## src/rtl/abacus_event_counters.sv

```systemverilog
// abacus_event_counters: bank of 18 wrapping performance counters fed by the
// ABACUS per-cycle event strobes. Events are registered once (ev_q) and then
// accumulated. Counters, overflow flags, the instruction-match filter and the
// control word are reached through a single-cycle register port.
//
// Register port handshake: bus_req is a one-cycle strobe per access. A request
// in cycle M is always accepted (no stall, no error). A write lands at edge M.
// A read samples the pre-edge value at edge M. bus_ack is high for exactly
// cycle M+1, and bus_rdata carries the read value in that cycle only (0 otherwise).
module abacus_event_counters #(
    parameter int COUNTER_W    = 32,
    parameter bit RESET_ENABLE = 1'b0
) (
    input  logic        clk,
    input  logic        rst,
    input  logic [31:0] abacus_instruction,
    input  logic        abacus_instruction_issued,
    input  logic        abacus_icache_request,
    input  logic        abacus_icache_miss,
    input  logic        abacus_icache_line_fill_in_progress,
    input  logic        abacus_dcache_request,
    input  logic        abacus_dcache_hit,
    input  logic        abacus_dcache_line_fill_in_progress,
    input  logic        abacus_branch_misprediction,
    input  logic        abacus_ras_misprediction,
    input  logic        abacus_issue_no_instruction_stat,
    input  logic        abacus_issue_no_id_stat,
    input  logic        abacus_issue_flush_stat,
    input  logic        abacus_unit_busy_stat,
    input  logic        abacus_issue_operands_not_ready_stat,
    input  logic        abacus_issue_hold_stat,
    input  logic        abacus_issue_multi_source_stat,
    input  logic        bus_req,
    input  logic        bus_we,
    input  logic [4:0]  bus_addr,
    input  logic [31:0] bus_wdata,
    output logic [31:0] bus_rdata,
    output logic        bus_ack
);

    localparam int N = 18;

    logic [N-1:0]         ev;
    logic [N-1:0]         ev_q;
    logic [COUNTER_W-1:0] cnt [N];
    logic [N-1:0]         ovf;
    logic [31:0]          mask;
    logic [31:0]          match;
    logic                 enable;

    logic                 wr;
    logic                 clear;
    logic                 ovf_w1c;
    logic [N-1:0]         wr_hit;
    logic [N-1:0]         inc;
    logic [N-1:0]         wrap;
    logic [31:0]          rd;

    // Raw event vector: event 0 is the cycle tick, event 17 the filtered issue.
    always_comb begin
        ev     = '0;
        ev[0]  = 1'b1;
        ev[1]  = abacus_instruction_issued;
        ev[2]  = abacus_icache_request;
        ev[3]  = abacus_icache_miss;
        ev[4]  = abacus_icache_line_fill_in_progress;
        ev[5]  = abacus_dcache_request;
        ev[6]  = abacus_dcache_hit;
        ev[7]  = abacus_dcache_line_fill_in_progress;
        ev[8]  = abacus_branch_misprediction;
        ev[9]  = abacus_ras_misprediction;
        ev[10] = abacus_issue_no_instruction_stat;
        ev[11] = abacus_issue_no_id_stat;
        ev[12] = abacus_issue_flush_stat;
        ev[13] = abacus_unit_busy_stat;
        ev[14] = abacus_issue_operands_not_ready_stat;
        ev[15] = abacus_issue_hold_stat;
        ev[16] = abacus_issue_multi_source_stat;
        ev[17] = abacus_instruction_issued && ((abacus_instruction & mask) == match);
    end

    // Decode bus writes and per-counter update conditions.
    always_comb begin
        wr      = bus_req && bus_we;
        clear   = wr && (bus_addr == 5'd31) && bus_wdata[1];
        ovf_w1c = wr && (bus_addr == 5'd30);
        wr_hit  = '0;
        inc     = '0;
        wrap    = '0;
        for (int i = 0; i < N; i++) begin
            wr_hit[i] = wr && (bus_addr == 5'(i));
            inc[i]    = enable && ev_q[i];
            // A bus write to this counter suppresses the increment, so no wrap.
            wrap[i]   = inc[i] && !wr_hit[i] && (cnt[i] == '1);
        end
    end

    // Event capture stage; CLEAR discards whatever would be captured.
    always_ff @(posedge clk) begin
        if (rst || clear) ev_q <= '0;
        else              ev_q <= ev;
    end

    // Counters: CLEAR beats a bus write, a bus write beats an increment.
    always_ff @(posedge clk) begin
        for (int i = 0; i < N; i++) begin
            if (rst || clear)   cnt[i] <= '0;
            else if (wr_hit[i]) cnt[i] <= bus_wdata[COUNTER_W-1:0];
            else if (inc[i])    cnt[i] <= cnt[i] + COUNTER_W'(1);
        end
    end

    // Overflow flags: write-1-to-clear, but a same-edge wrap keeps the bit set.
    always_ff @(posedge clk) begin
        if (rst || clear) ovf <= '0;
        else              ovf <= (ovf & ~(ovf_w1c ? bus_wdata[N-1:0] : {N{1'b0}})) | wrap;
    end

    // Filter and control registers.
    always_ff @(posedge clk) begin
        if (rst) begin
            mask   <= '0;
            match  <= '0;
            enable <= RESET_ENABLE;
        end else if (wr) begin
            if (bus_addr == 5'd28) mask   <= bus_wdata;
            if (bus_addr == 5'd29) match  <= bus_wdata;
            if (bus_addr == 5'd31) enable <= bus_wdata[0];
        end
    end

    // Read mux over the pre-edge register values; CLEAR always reads as 0.
    always_comb begin
        rd = '0;
        if (bus_addr < 5'd18) begin
            rd[COUNTER_W-1:0] = cnt[bus_addr];
        end else begin
            case (bus_addr)
                5'd28:   rd = mask;
                5'd29:   rd = match;
                5'd30:   rd[N-1:0] = ovf;
                5'd31:   rd[0] = enable;
                default: rd = '0;
            endcase
        end
    end

    // Response register: one ack per request, data only for reads.
    always_ff @(posedge clk) begin
        if (rst) begin
            bus_ack   <= 1'b0;
            bus_rdata <= '0;
        end else begin
            bus_ack   <= bus_req;
            bus_rdata <= (bus_req && !bus_we) ? rd : 32'd0;
        end
    end

endmodule
```

## config.mk

```make
export PLATFORM = sky130hd
export DESIGN_NAME = abacus_event_counters
export DESIGN_NICKNAME = d
export VERILOG_FILES = /design/src/rtl/abacus_event_counters.sv
export SDC_FILE = /design/constraint.sdc
export NUM_CORES = 2
export LEC_CHECK = 0
export ABC_CLOCK_PERIOD_IN_PS = 14700
export CAP_MARGIN = 20
export CORE_UTILIZATION = 50
export DETAILED_ROUTE_END_ITERATION = 8
export PLACE_DENSITY = 0.67
export RECOVER_POWER = 25
export SYNTH_ARGS = -nofsm -noshare
export SYNTH_HDL_FRONTEND = slang
export SYNTH_SLANG_ARGS = --single-unit
```

## constraint.sdc

```tcl
create_clock -name clk -period 14.7 [get_ports clk]
set_clock_uncertainty 0.1 [all_clocks]
set_input_delay 3.675 -clock clk [delete_from_list [all_inputs] [get_ports clk]]
set_output_delay 3.675 -clock clk [all_outputs]
set_load 0.005 [all_outputs]
```

==> out/metrics.yaml <==
cp_data_required_time_ps: 15110
violations: "max-capacitance violations, max-slew violations"
grt-ovfl-total: 0
worstRegToRegCells: 4
cp.arrival_ps: 11300
final_area_sq_um: 49200
max_freq_ghz: 0.0919
path_max_fanout: 64
power_leakage_nw: 15.2
die_h_um: 300
crit_path_frequent_cell: "sky130_fd_sc_hd__clkbuf_1"
layout.cells.non_filler: 5869
synth_area_sq_um: 44400
cts-hold-fix-buffers: 0
drt_pre_antenna_iters: 9
vias: 39000
coreArea_sq_um: 87300
worstSkewPairLatency_ps: 660
slew_headroom_pct: -169
grt_start_max_net_pins: 70
hold_path.class: "reg -> reg"
setup_viol: 0
initial_core_util_pct: 50.8
portion_of_the_clock_cycle_consumed_by_the_worst_path_in_the_final_layout_pct: 74.1
synth_area_leaders: "sky130_fd_sc_hd__edfxtp_1 39%, sky130_fd_sc_hd__nand2_1 8.2%, sky130_fd_sc_hd__mux4_2 6.7%, sky130_fd_sc_hd__xnor2_1 6.3%, sky130_fd_sc_hd__dfxtp_1 6.0%"
mappedNetlistNets: 4761
placed_cell_area_sq_um: 46600
drt_drc_violations_left: 0
gp_congestion: 0.998
max_cap_viol_count: 9
cp-end-kind: "register"
synth_most_common_cell: "sky130_fd_sc_hd__nand2_1"
holdPathStages: 2
diodes: 0
hold_viol: 0
drv_slew: 386
wl_per_cell_um: 28.9
ys_ff_latch: 710
synth-main-ff-cell: "sky130_fd_sc_hd__edfxtp_1"
dp_cells: 5712
detail-route-antenna-nets: 0
crit_path_max_incr_delay_ps: 2940
ir_worst_vdd_mv: 0.101
flow.area_growth_from_synthesis_pct: 11.0
clock_tree.htree_level_count: 3
num_io_pins: 122
fin_total_pwr_mw: 4.80
grt_antenna_before_repair: 11
drt_wl_total_mm: 170
post_route_cells_drive_above_1_share_pct: 8.42
min_period_ps: 10890
run_status: "finished, violations left"
post_cts_buffers: 0
synth.avg_cell_area_sq_um: 9.53
p_comb_share_pct: 8.7
grt_setup_unrepaired: "false"
buffer_ports.inserted: 121
netlist-cell-type-count: 65
worst_setup_hold_path_clk_slew_ps: 60
detailedRoute.firstIterationViolations: 6200
cts_made_buffers: 81
dieWidth_um: 300
grt_pass1_vias: 36100
die_area_sq_um: 89900
cts_tree: "built"
gates_resized_cts_repair: 0
power_report.internal_total_mw: 3.54
finalSetupTns_ps: 0
num_rows: 108
fin_util_pct: 56.4
synthTopCellsByCount: "967 x sky130_fd_sc_hd__nand2_1, 576 x sky130_fd_sc_hd__edfxtp_1, 528 x sky130_fd_sc_hd__o21ai_0, 317 x sky130_fd_sc_hd__xnor2_1, 253 x sky130_fd_sc_hd__xor2_1"
power.switching_fraction_pct: 26.2
p_clk_share_pct: 42.5
track_usage_pct: 37.3
gate_count_of_the_mapped_netlist: 4654
power.density_nw_per_um2: 97.6
hpwlAfterDp_mm: 115
final_nets: 4756
routed_via_density: 6.65
clock_path_buffers: 3
synth_top_cell_area_share_pct: 39.0
worst_pin_slew_ps: 4030
timing.critical_path.buf_inv: 2
synth_top_area_cell: "sky130_fd_sc_hd__edfxtp_1"
chain_of_cells_forming_the_critical_path: "clkbuf_1, clkbuf_1, nor2b_1, a31o_2, or2_1, or4_1, nand3_1"
grt_first_pass_wirelength_mm: 248
power.net_switching_mw: 1.26
synth_edf_count: 576
timing.critical_path.max_delay_family: "buffers and inverters"
crit_type: "in -> reg"
clock_sinks: 710
crit_slowest_cell: "sky130_fd_sc_hd__clkbuf_1"
root_buffer: "sky130_fd_sc_hd__clkbuf_16"
yosysSeqAreaShare_pct: 45.0
power.sequential.fraction_pct: 48.7
crit_start_category: "input port"
worstSetupPathDepth: 7
synth-async-reset-ratio_pct: 0
synth.yosys.warnings: 0
state kept, by name, summed over array words and instances (netlist names):
signal,count
bus_ack,1
bus_rdata,32
cnt,576
enable,1
ev_q,18
mask,32
match,32
ovf,18
power by group through the flow:
stage          clock, mW  combinational [mW]  sequential [mW]
2_1_floorplan          0               0.224             2.34
3_3_place_gp           0               0.396             2.37
3_5_place_dp           0               0.398             2.37
4_1_cts             2.04               0.400             2.33
5_1_grt             2.11               0.427             2.34
6_report            2.04               0.420             2.34
through the flow:
step	setup WS [ps]	hold slack, ps
floorplan	6080	320
global placement	7160	341
detailed placement	6960	348
CTS	7610	355
global route	3810	382
finish	3810	357
layer usage:
| layer | up-vias | GRT usage [%] | part of all wire [%] |
|---|---|---|---|
| li1 | 16900 | - | - |
| met1 | 18800 | 50.7 | 37 |
| met2 | 2810 | 53.5 | 42 |
| met3 | 486 | 11.4 | 15 |
| met4 | 10 | 19.6 | 6.2 |
| met5 | - | 0 | 0.038 |
path summary, 6_finish.rpt:
path / slack [ps] / to / from
setup reg to reg: 11640 / cnt[8][29] / enable
setup / recovery: 3810 / cnt[17][31] / bus_addr[1]
hold / removal: 360 / ovf[8] / ovf[8]
hold reg to reg: 360 / ovf[8] / ovf[8]
kinds of logic (layout without fill, tap and decap cells):
kind of cell,Yosys count,after routing,synth area share [%]
xor gates and xnor gates,570,570,11.3
adders and majority gates,18,18,0.508
muxes,188,188,7.98
DFF,710,710,45.0
buffers and inverters,393,453,3.59
and+or+nand+nor,1954,1954,21.2
AOI/OAI and AO/OA,821,821,10.4
final cells by class:
cell class | instances | area, sq um
inverters | 74 | 278
clock buffers | 99 | 2150
fillers | 7673 | 38100
multi-input cells | 3551 | 22900
repair buffers | 231 | 2090
well taps | 1155 | 1450
clock inverters | 49 | 429
flip-flops and latches | 710 | 20000
worst register-to-register path: stages, from the launching register on:
cell and delay (ps):
sky130_fd_sc_hd__dfxtp_1 560, sky130_fd_sc_hd__buf_4 320, sky130_fd_sc_hd__nand2_1 110, sky130_fd_sc_hd__nand2_1 70, sky130_fd_sc_hd__clkbuf_1 1460
layout by cell type (no fill, tap or decap), types with 54 or more instances in the layout:
cell type                         netlist  final
sky130_fd_sc_hd__xnor2_1              317    317
sky130_fd_sc_hd__dfxtp_1              134    134
sky130_fd_sc_hd__nand3_1              193    193
sky130_fd_sc_hd__a22oi_1               55     55
sky130_fd_sc_hd__nor2_1               158    149
sky130_fd_sc_hd__o21ai_0              528    533
sky130_fd_sc_hd__mux2i_1               54     54
sky130_fd_sc_hd__and3_1                67     67
sky130_fd_sc_hd__nor3_1               118    114
sky130_fd_sc_hd__xor2_1               253    253
sky130_fd_sc_hd__clkdlybuf4s50_1        0     83
sky130_fd_sc_hd__a21oi_1               95     95
sky130_fd_sc_hd__mux4_2               131    131
sky130_fd_sc_hd__and4_1                72     72
sky130_fd_sc_hd__inv_1                 73     74
sky130_fd_sc_hd__edfxtp_1             576    576
sky130_fd_sc_hd__nand4_1              173    173
sky130_fd_sc_hd__clkbuf_16              0     82
sky130_fd_sc_hd__nor4_1                85     83
sky130_fd_sc_hd__buf_4                  4     92
sky130_fd_sc_hd__nand2_1              967    967
Power figures use the tool's default switching activity.
